### src/rtl/rf_ctx_pkg.sv
// Shared types and defaults for the register-file context save/restore engine.
package rf_ctx_pkg;

  localparam int NUM_REGS_DEF = 8;
  localparam int WIDTH_DEF    = 16;
  localparam int IDX_W        = 3;

  typedef enum logic [2:0] {
    IDLE    = 3'd0,
    S_FETCH = 3'd1,
    S_SEND  = 3'd2,
    R_RECV  = 3'd3,
    DONE    = 3'd4
  } ctxState_e;

endpackage

### src/rtl/rf_ctx_cnt.sv
// Register index counter: clears at operation start, saturates at the last register.
module rf_ctx_cnt
  import rf_ctx_pkg::*;
#(
  parameter int NUM_REGS = NUM_REGS_DEF
) (
  input  logic             clk,
  input  logic             rst_n,
  input  logic             clr,
  input  logic             inc,
  output logic [IDX_W-1:0] idx,
  output logic             last
);

  localparam logic [IDX_W-1:0] LAST_IDX = IDX_W'(NUM_REGS - 1);

  logic [IDX_W-1:0] idx_r;

  // index register; never steps past LAST_IDX so no wrap inside an operation
  always_ff @(posedge clk or negedge rst_n) begin
    if (!rst_n) begin
      idx_r <= '0;
    end else if (clr) begin
      idx_r <= '0;
    end else if (inc && !last) begin
      idx_r <= idx_r + 3'd1;
    end else begin
      idx_r <= idx_r;
    end
  end

  assign idx  = idx_r;
  assign last = (idx_r == LAST_IDX);

endmodule

### src/rtl/rf_ctx_engine.sv
// Context engine: dumps the register file onto a stream (save) or refills it
// from a stream (restore), one register per handshake, in ascending order.
module rf_ctx_engine
  import rf_ctx_pkg::*;
#(
  parameter int NUM_REGS = NUM_REGS_DEF,
  parameter int WIDTH    = WIDTH_DEF
) (
  input  logic             clk,
  input  logic             rst_n,
  input  logic             save_req,
  input  logic             restore_req,
  input  logic             abort,
  output logic             busy,
  output logic             done,
  output logic             err,
  output logic [WIDTH-1:0] dout_data,
  output logic             dout_valid,
  input  logic             dout_ready,
  input  logic [WIDTH-1:0] din_data,
  input  logic             din_valid,
  output logic             din_ready,
  output logic [IDX_W-1:0] rf_readSel,
  input  logic [WIDTH-1:0] rf_readData,
  output logic [IDX_W-1:0] rf_writeSel,
  output logic [WIDTH-1:0] rf_writeData,
  output logic             rf_writeEn
);

  ctxState_e        state_r;
  ctxState_e        flowNext_s;
  ctxState_e        stateNext_s;
  logic [WIDTH-1:0] holdData_r;
  logic             err_r;
  logic             errNext_s;
  logic             idxClr_s;
  logic             idxInc_s;
  logic [IDX_W-1:0] idx_s;
  logic             last_s;
  logic             sendHs_s;
  logic             recvHs_s;

  rf_ctx_cnt #(
    .NUM_REGS (NUM_REGS)
  ) u_cnt (
    .clk   (clk),
    .rst_n (rst_n),
    .clr   (idxClr_s),
    .inc   (idxInc_s),
    .idx   (idx_s),
    .last  (last_s)
  );

  assign sendHs_s = (state_r == S_SEND) && dout_ready;
  assign recvHs_s = (state_r == R_RECV) && din_valid;

  // state register
  always_ff @(posedge clk or negedge rst_n) begin
    if (!rst_n) begin
      state_r <= IDLE;
    end else begin
      state_r <= stateNext_s;
    end
  end

  // next-state and index control; abort overrides the normal flow but the
  // handshake of the same cycle still transfers (outputs are state-decoded)
  always_comb begin
    flowNext_s = state_r;
    idxClr_s   = 1'b0;
    idxInc_s   = 1'b0;
    case (state_r)
      IDLE: begin
        if (save_req) begin
          flowNext_s = S_FETCH;
          idxClr_s   = 1'b1;
        end else if (restore_req) begin
          flowNext_s = R_RECV;
          idxClr_s   = 1'b1;
        end else begin
          flowNext_s = IDLE;
        end
      end
      S_FETCH: flowNext_s = S_SEND;
      S_SEND: begin
        if (sendHs_s) begin
          if (last_s) begin
            flowNext_s = DONE;
          end else begin
            flowNext_s = S_FETCH;
            idxInc_s   = 1'b1;
          end
        end else begin
          flowNext_s = S_SEND;
        end
      end
      R_RECV: begin
        if (recvHs_s) begin
          if (last_s) begin
            flowNext_s = DONE;
          end else begin
            flowNext_s = R_RECV;
            idxInc_s   = 1'b1;
          end
        end else begin
          flowNext_s = R_RECV;
        end
      end
      DONE:    flowNext_s = IDLE;
      default: flowNext_s = IDLE;
    endcase
    if (abort && (state_r != IDLE)) begin
      stateNext_s = IDLE;
    end else begin
      stateNext_s = flowNext_s;
    end
  end

  // protocol error: simultaneous requests in IDLE, or any request while busy
  always_comb begin
    if (state_r == IDLE) begin
      errNext_s = save_req && restore_req;
    end else begin
      errNext_s = save_req || restore_req;
    end
  end

  // holding register for the outgoing word and registered error pulse
  always_ff @(posedge clk or negedge rst_n) begin
    if (!rst_n) begin
      holdData_r <= '0;
      err_r      <= 1'b0;
    end else begin
      err_r <= errNext_s;
      if (state_r == S_FETCH) begin
        holdData_r <= rf_readData;
      end else begin
        holdData_r <= holdData_r;
      end
    end
  end

  // output decode from state; everything idles at zero
  always_comb begin
    busy         = (state_r != IDLE);
    done         = 1'b0;
    dout_valid   = 1'b0;
    dout_data    = '0;
    din_ready    = 1'b0;
    rf_readSel   = '0;
    rf_writeSel  = '0;
    rf_writeData = '0;
    rf_writeEn   = 1'b0;
    case (state_r)
      S_FETCH: rf_readSel = idx_s;
      S_SEND: begin
        dout_valid = 1'b1;
        dout_data  = holdData_r;
      end
      R_RECV: begin
        din_ready    = 1'b1;
        rf_writeSel  = idx_s;
        rf_writeData = din_data;
        rf_writeEn   = din_valid;
      end
      DONE:    done = 1'b1;
      default: done = 1'b0;
    endcase
  end

  assign err = err_r;

endmodule

### config.mk
export PLATFORM = sky130hd
export DESIGN_NAME = rf_ctx_engine
export DESIGN_NICKNAME = d
export VERILOG_FILES = /design/src/rtl/rf_ctx_pkg.sv /design/src/rtl/rf_ctx_cnt.sv /design/src/rtl/rf_ctx_engine.sv
export SDC_FILE = /design/constraint.sdc
export NUM_CORES = 1
export LEC_CHECK = 0
export ABC_CLOCK_PERIOD_IN_PS = 1900
export CORE_ASPECT_RATIO = 1.2
export CORE_UTILIZATION = 33
export CTS_CLUSTER_SIZE = 40
export DETAILED_ROUTE_END_ITERATION = 8
export PLACE_DENSITY = 0.77
export SLEW_MARGIN = 20
export SYNTH_ARGS = -nofsm -noshare
export SYNTH_HDL_FRONTEND = slang
export SYNTH_SLANG_ARGS = --single-unit
### constraint.sdc
create_clock -name clk -period 1.9 [get_ports clk]
set_input_delay 0.19 -clock clk [delete_from_list [all_inputs] [get_ports clk]]
set_output_delay 0.19 -clock clk [all_outputs]
set_load 0.005 [all_outputs]
# Yosys cells after proc, flatten, opt, wreduce, memory -nomap -nowiden
# Cells that the tools add are included.
[word_totals] inputBits=39 mem_bits_rw=0 register_bits=23 n_memories=0 word_cells=46 latch_bits=0 mem_bits_ro=0 out_inout_bits=44
[op_classes] n_mul=0 bitwise_logic=0 mux=26 n_reduce_logical=10 n_div=0 n_addsub=1 shifts=0 eq_ne=5 n_lt_le_gt_ge=0
[ops] cell="$mux 16" count=2
[ops] cell="$mux 3" count=9
[ops] cell="$pmux 3 s4" count=1
[ops] cell="$mux 1" count=11
[ops] cell="$eq 3x2->1 const B" count=2
[ops] cell="$eq 3x3->1 const B" count=2
[ops] cell="$logic_and 1x1->1" count=5
[ops] cell="$mux 2" count=2
[ops] cell="$add 3x1->3 const B" count=1
[ops] cell="$eq 3x1->1 const B" count=1
[ops] cell="$logic_not 3->1" count=1
[ops] cell="$reduce_bool 3->1" count=1
[ops] cell="$pmux 1 s2" count=1
[ops] cell="$reduce_bool 2->1" count=1
[ops] cell="$logic_not 1->1" count=1
[ops] cell="$logic_or 1x1->1" count=1

# Longest topological paths before layout
[depth] depth_word=7 ltp_mapped=5

# Cells and area by module
# A second synthesis with hierarchy kept.
[hier_totals] cells_unflattened=121 area_unflattened_um2=1378.8
[modules_own_cells] module="rf_ctx_engine" instances=1 cells_each=106 area_per_inst_um2=1194.9
[modules_own_cells] module="rf_ctx_cnt" instances=1 cells_each=15 area_per_inst_um2=183.9

# Worst setup path before layout
# No wires, ideal clock.
[synth_path] path_kind="reg-to-reg" start="register u_cnt.idx_r[0] (netlist: u_cnt.idx[0])" end="register u_cnt.idx_r[0] (netlist: u_cnt.idx[0])" synth_period_minus_slack_ns=1.876 stages_incl_launch_ff=6 slack_ns=0.024 required_time_ns=1.823 t_arrival_ns=1.799 path_cell_list="dfrtp_1 ha_1 ha_1 or4b_4 or3_1 a21oi_1"
[synth_between] elab_chain_cells=6 elab_cells_between_ends=11 cone_classes="add/sub (1); eq/ne (1); mux (6); reduce/logical (3)"
[synth_lines] item="from (decl)" line="rf_ctx_cnt.sv:17" source="logic [IDX_W-1:0] idx_r;"
[synth_lines] item="from (signal assigned)" line="rf_ctx_cnt.sv:26" source="idx_r <= idx_r + 3'd1;"
[synth_lines] item="from (signal assigned)" line="rf_ctx_cnt.sv:28" source="idx_r <= idx_r;"
[synth_lines] item="$eq 3x3->1" line="rf_ctx_cnt.sv:33" source="assign last = (idx_r == LAST_IDX);"
[synth_lines] item="$mux 1" line="rf_ctx_engine.sv:87, rf_ctx_engine.sv:99"
[synth_lines] item="$mux 1 (on tied branches)" line="rf_ctx_engine.sv:98, rf_ctx_engine.sv:86"
[synth_lines] item="$pmux 1 s2" line="rf_ctx_engine.sv:72" source="case (state_r)"
[synth_lines] item="$logic_and 1x1->1" line="rf_ctx_cnt.sv:25" source="end else if (inc && !last) begin"
[synth_lines] item="$reduce_bool 2->1 (no line)"
# Several ways; a longest one is shown, not always the timed one. The select of a mux whose other input is x is not followed.
# A chain may end at the register's enable or synchronous reset.

# Final worst setup path
# Ends and elaborated chain as after synthesis.

==> results.ini <==
[outcome]
outcome = finished clean

[cts]
insertion_delay_ns = 0.25
clk_pin_slew_ns = 0.08
clockBufferDepth = 2
cts_buffers = 3
cts_root_buf = clkbuf_8
clock_sinks = 23
cts_tree = yes
htreeDepth = 1

[pwr]
p_int_uw = 1860
p_comb_share_pct = 57.9
finalPower_uw = 2740
switching_share_pct = 32.0
seq_power_share_pct = 31.4
netSwitchingPower_uw = 875
power.leakage_uw = 0.00116
ir_drop_mv = 0.677
p_clk_share_pct = 10.7
p_per_area_nw_per_um2 = 1160

[place]
place_congestion = 0.762
dp_hpwl_um = 2840
port-buffer-count = 82

[timing]
fin_crit_sh_pct = 99.1
min_period_ns = 1.88
hold_slack_ns = 0.286
fmax_mhz = 531
final_hold_viol_count = 0
final_max_slew_viol_count = 0
rsz0062_at_grt = true
setup_viol = 0
worst_slew_pin_slew_ns = 0.380
clock_skew_ns = 0.00123
relSlewSlack_pct = 74.3

[hold_path]
hp-class = in2async

[synthesis]
synth_area_per_cell_um2 = 10.5
synth_cell_types = 25
synth_area_um2 = 1300
yosysSeqAreaShare_pct = 44.4
synth_nets = 165
syn_inst = 123
yosysWarnings = 0
ys_ff_latch = 23

[setup_path]
path_class = reg2reg
required_ns = 2.09
crit_fanout = 4
worstSetupStartpointType = flip-flop
endpoint_kind = flip-flop
worstPathArrival_ns = 2.07

[floorplanning]
dieArea_um2 = 4180
boundaryPins = 83
num_rows = 24
core_area_um2 = 3690
die_h_um = 70.7
die-width_um = 59.2
start_util_pct = 35.1

[layout]
layout-drive-gt1-share_pct = 22.8
area_growth_pct = 82.3
multiInputGateArea_um2 = 714
fill_cells = 341
fin_nets = 267
diodes = 0
area.sequential_um2 = 579

[global_route]
grt_pass1_vias = 1280
grt_remaining_overflow = 0
grt_usage_pct = 17.6
grt_first_pass_wirelength_um = 5700
grt_max_degree = 24
antenna_found_initial = 0

[detailed_routing]
remaining_drc_errors = 0
drt_iter0_drc = 12
vias_per_cell = 4.59
ant_nets = 0
drt_wl_total_um = 3680
routedWlPerCell_um = 13.3
vias = 1267
drt_first_pass_iters = 4

[run]
drv_cap = 0

repair_timing:
action / CTS / global route
hold buffers: 0 / 0
resized for setup: 47 / 1
gates cloned: 0 / 1
setup buffers: 7 / 4
setup endpoints to repair: 41 / 5
pin swaps: 2 / 2
stage by stage:
stage | utilization, % | cell area [µm²] | TNS [ns] | instances | setup slack (ns)
final | 64.0 | 2360 | 0 | 276 | 0.0171
after global routing | 64.0 | 2360 | -0.0182 | 276 | -0.0160
after CTS | 63.0 | 2330 | 0 | 271 | 0.00198
after detailed placement | 60.7 | 2240 | -0.0105 | 260 | -0.0105
after global placement | 60.7 | 2240 | 0 | 260 | 0.0508
after floorplan | - | 1300 | 0 | 123 | 0.0238
layout by cell type, fill, tap and decap left out, types with 3 or more instances in the layout:
master	instances
nand3_1	4
mux2_2	17
dlygate4sd2_1	37
clkdlybuf4s50_1	44
dfrtp_2	3
buf_4	18
a21oi_1	4
and2_1	39
dfrtp_1	20
clkbuf_8	3
o21ai_0	5
path summary, 6_finish.rpt:
kind	from	slack, ns	end	depth (start not counted)
min in group clk	holdData_r[5]	0.50	holdData_r[5]	1
max	u_cnt.idx[0]	0.02	u_cnt.idx[0]	5
max in group asynchronous	rst_n	1.37	state_r[2]	2
min	rst_n	0.29	holdData_r[9]	2
max reg2reg	u_cnt.idx[0]	0.02	u_cnt.idx[0]	5
min reg2reg	holdData_r[5]	0.50	holdData_r[5]	1
worst max-delay path, stage by stage (launching register included):
cell and delay, ns:
dfrtp_1 0.39, ha_2 0.20, ha_1 0.19, or4b_4 0.53, or3_1 0.38, a21oi_2 0.13
Yosys cell counts, drive strengths merged:
library cell,instances,area [µm²]
or4b,1,13.8
and2,39,244
nand2,2,7.51
mux2i,1,10.0
clkbuf,3,11.3
or3,2,12.5
nor2,2,7.51
a31oi,1,6.26
ha,3,37.5
buf,4,20.0
nand3,4,20.0
a21oi,5,25.0
o31ai,1,7.51
nand2b,1,6.26
dfrtp,23,576
o21ai,5,25.0
or2,1,6.26
nor3b,3,27.5
nand3b,1,7.51
and3b,1,8.76
nor4b,1,8.76
mux2,17,191
nor2b,1,6.26
maj3,1,10.0
cells by family after synthesis:
logic type	Yosys count	synth area share [%]
AOI/OAI and AO/OA	12	4.92
adders and majority gates	4	3.67
buffers and inverters	7	2.41
DFF	23	44.4
muxes	18	15.5
and+or+nand+nor	59	29.1
registers in the layout (all words and copies together), names as in the netlist:
name        flops
holdData_r     16
state_r         3
err             1
u_cnt.idx       3
layout make-up:
class | instances | area share, %
repair buffers | 104 | 40.6
multi-input cells | 93 | 30.2
flip-flops and latches | 23 | 24.5
well taps | 52 | 2.75
clock buffers | 4 | 1.91
power groups by stage:
stage / combinational, µW / clock [µW] / sequential, µW
floorplan: 776 / 0 / 792
global placement: 1480 / 0 / 849
detailed placement: 1540 / 0 / 871
CTS: 1530 / 307 / 857
global route: 1720 / 331 / 889
finish: 1580 / 293 / 861
metal layers:
metal  up-vias  global-route usage [%]  share of wire, %
met5         -                       0                 0
met4         0                    6.88               2.2
met3         8                    4.75               9.5
met2        66                    33.6                52
met1       576                    17.0                36
li1        617                       -                 -
Power figures use the tool's default switching activity.
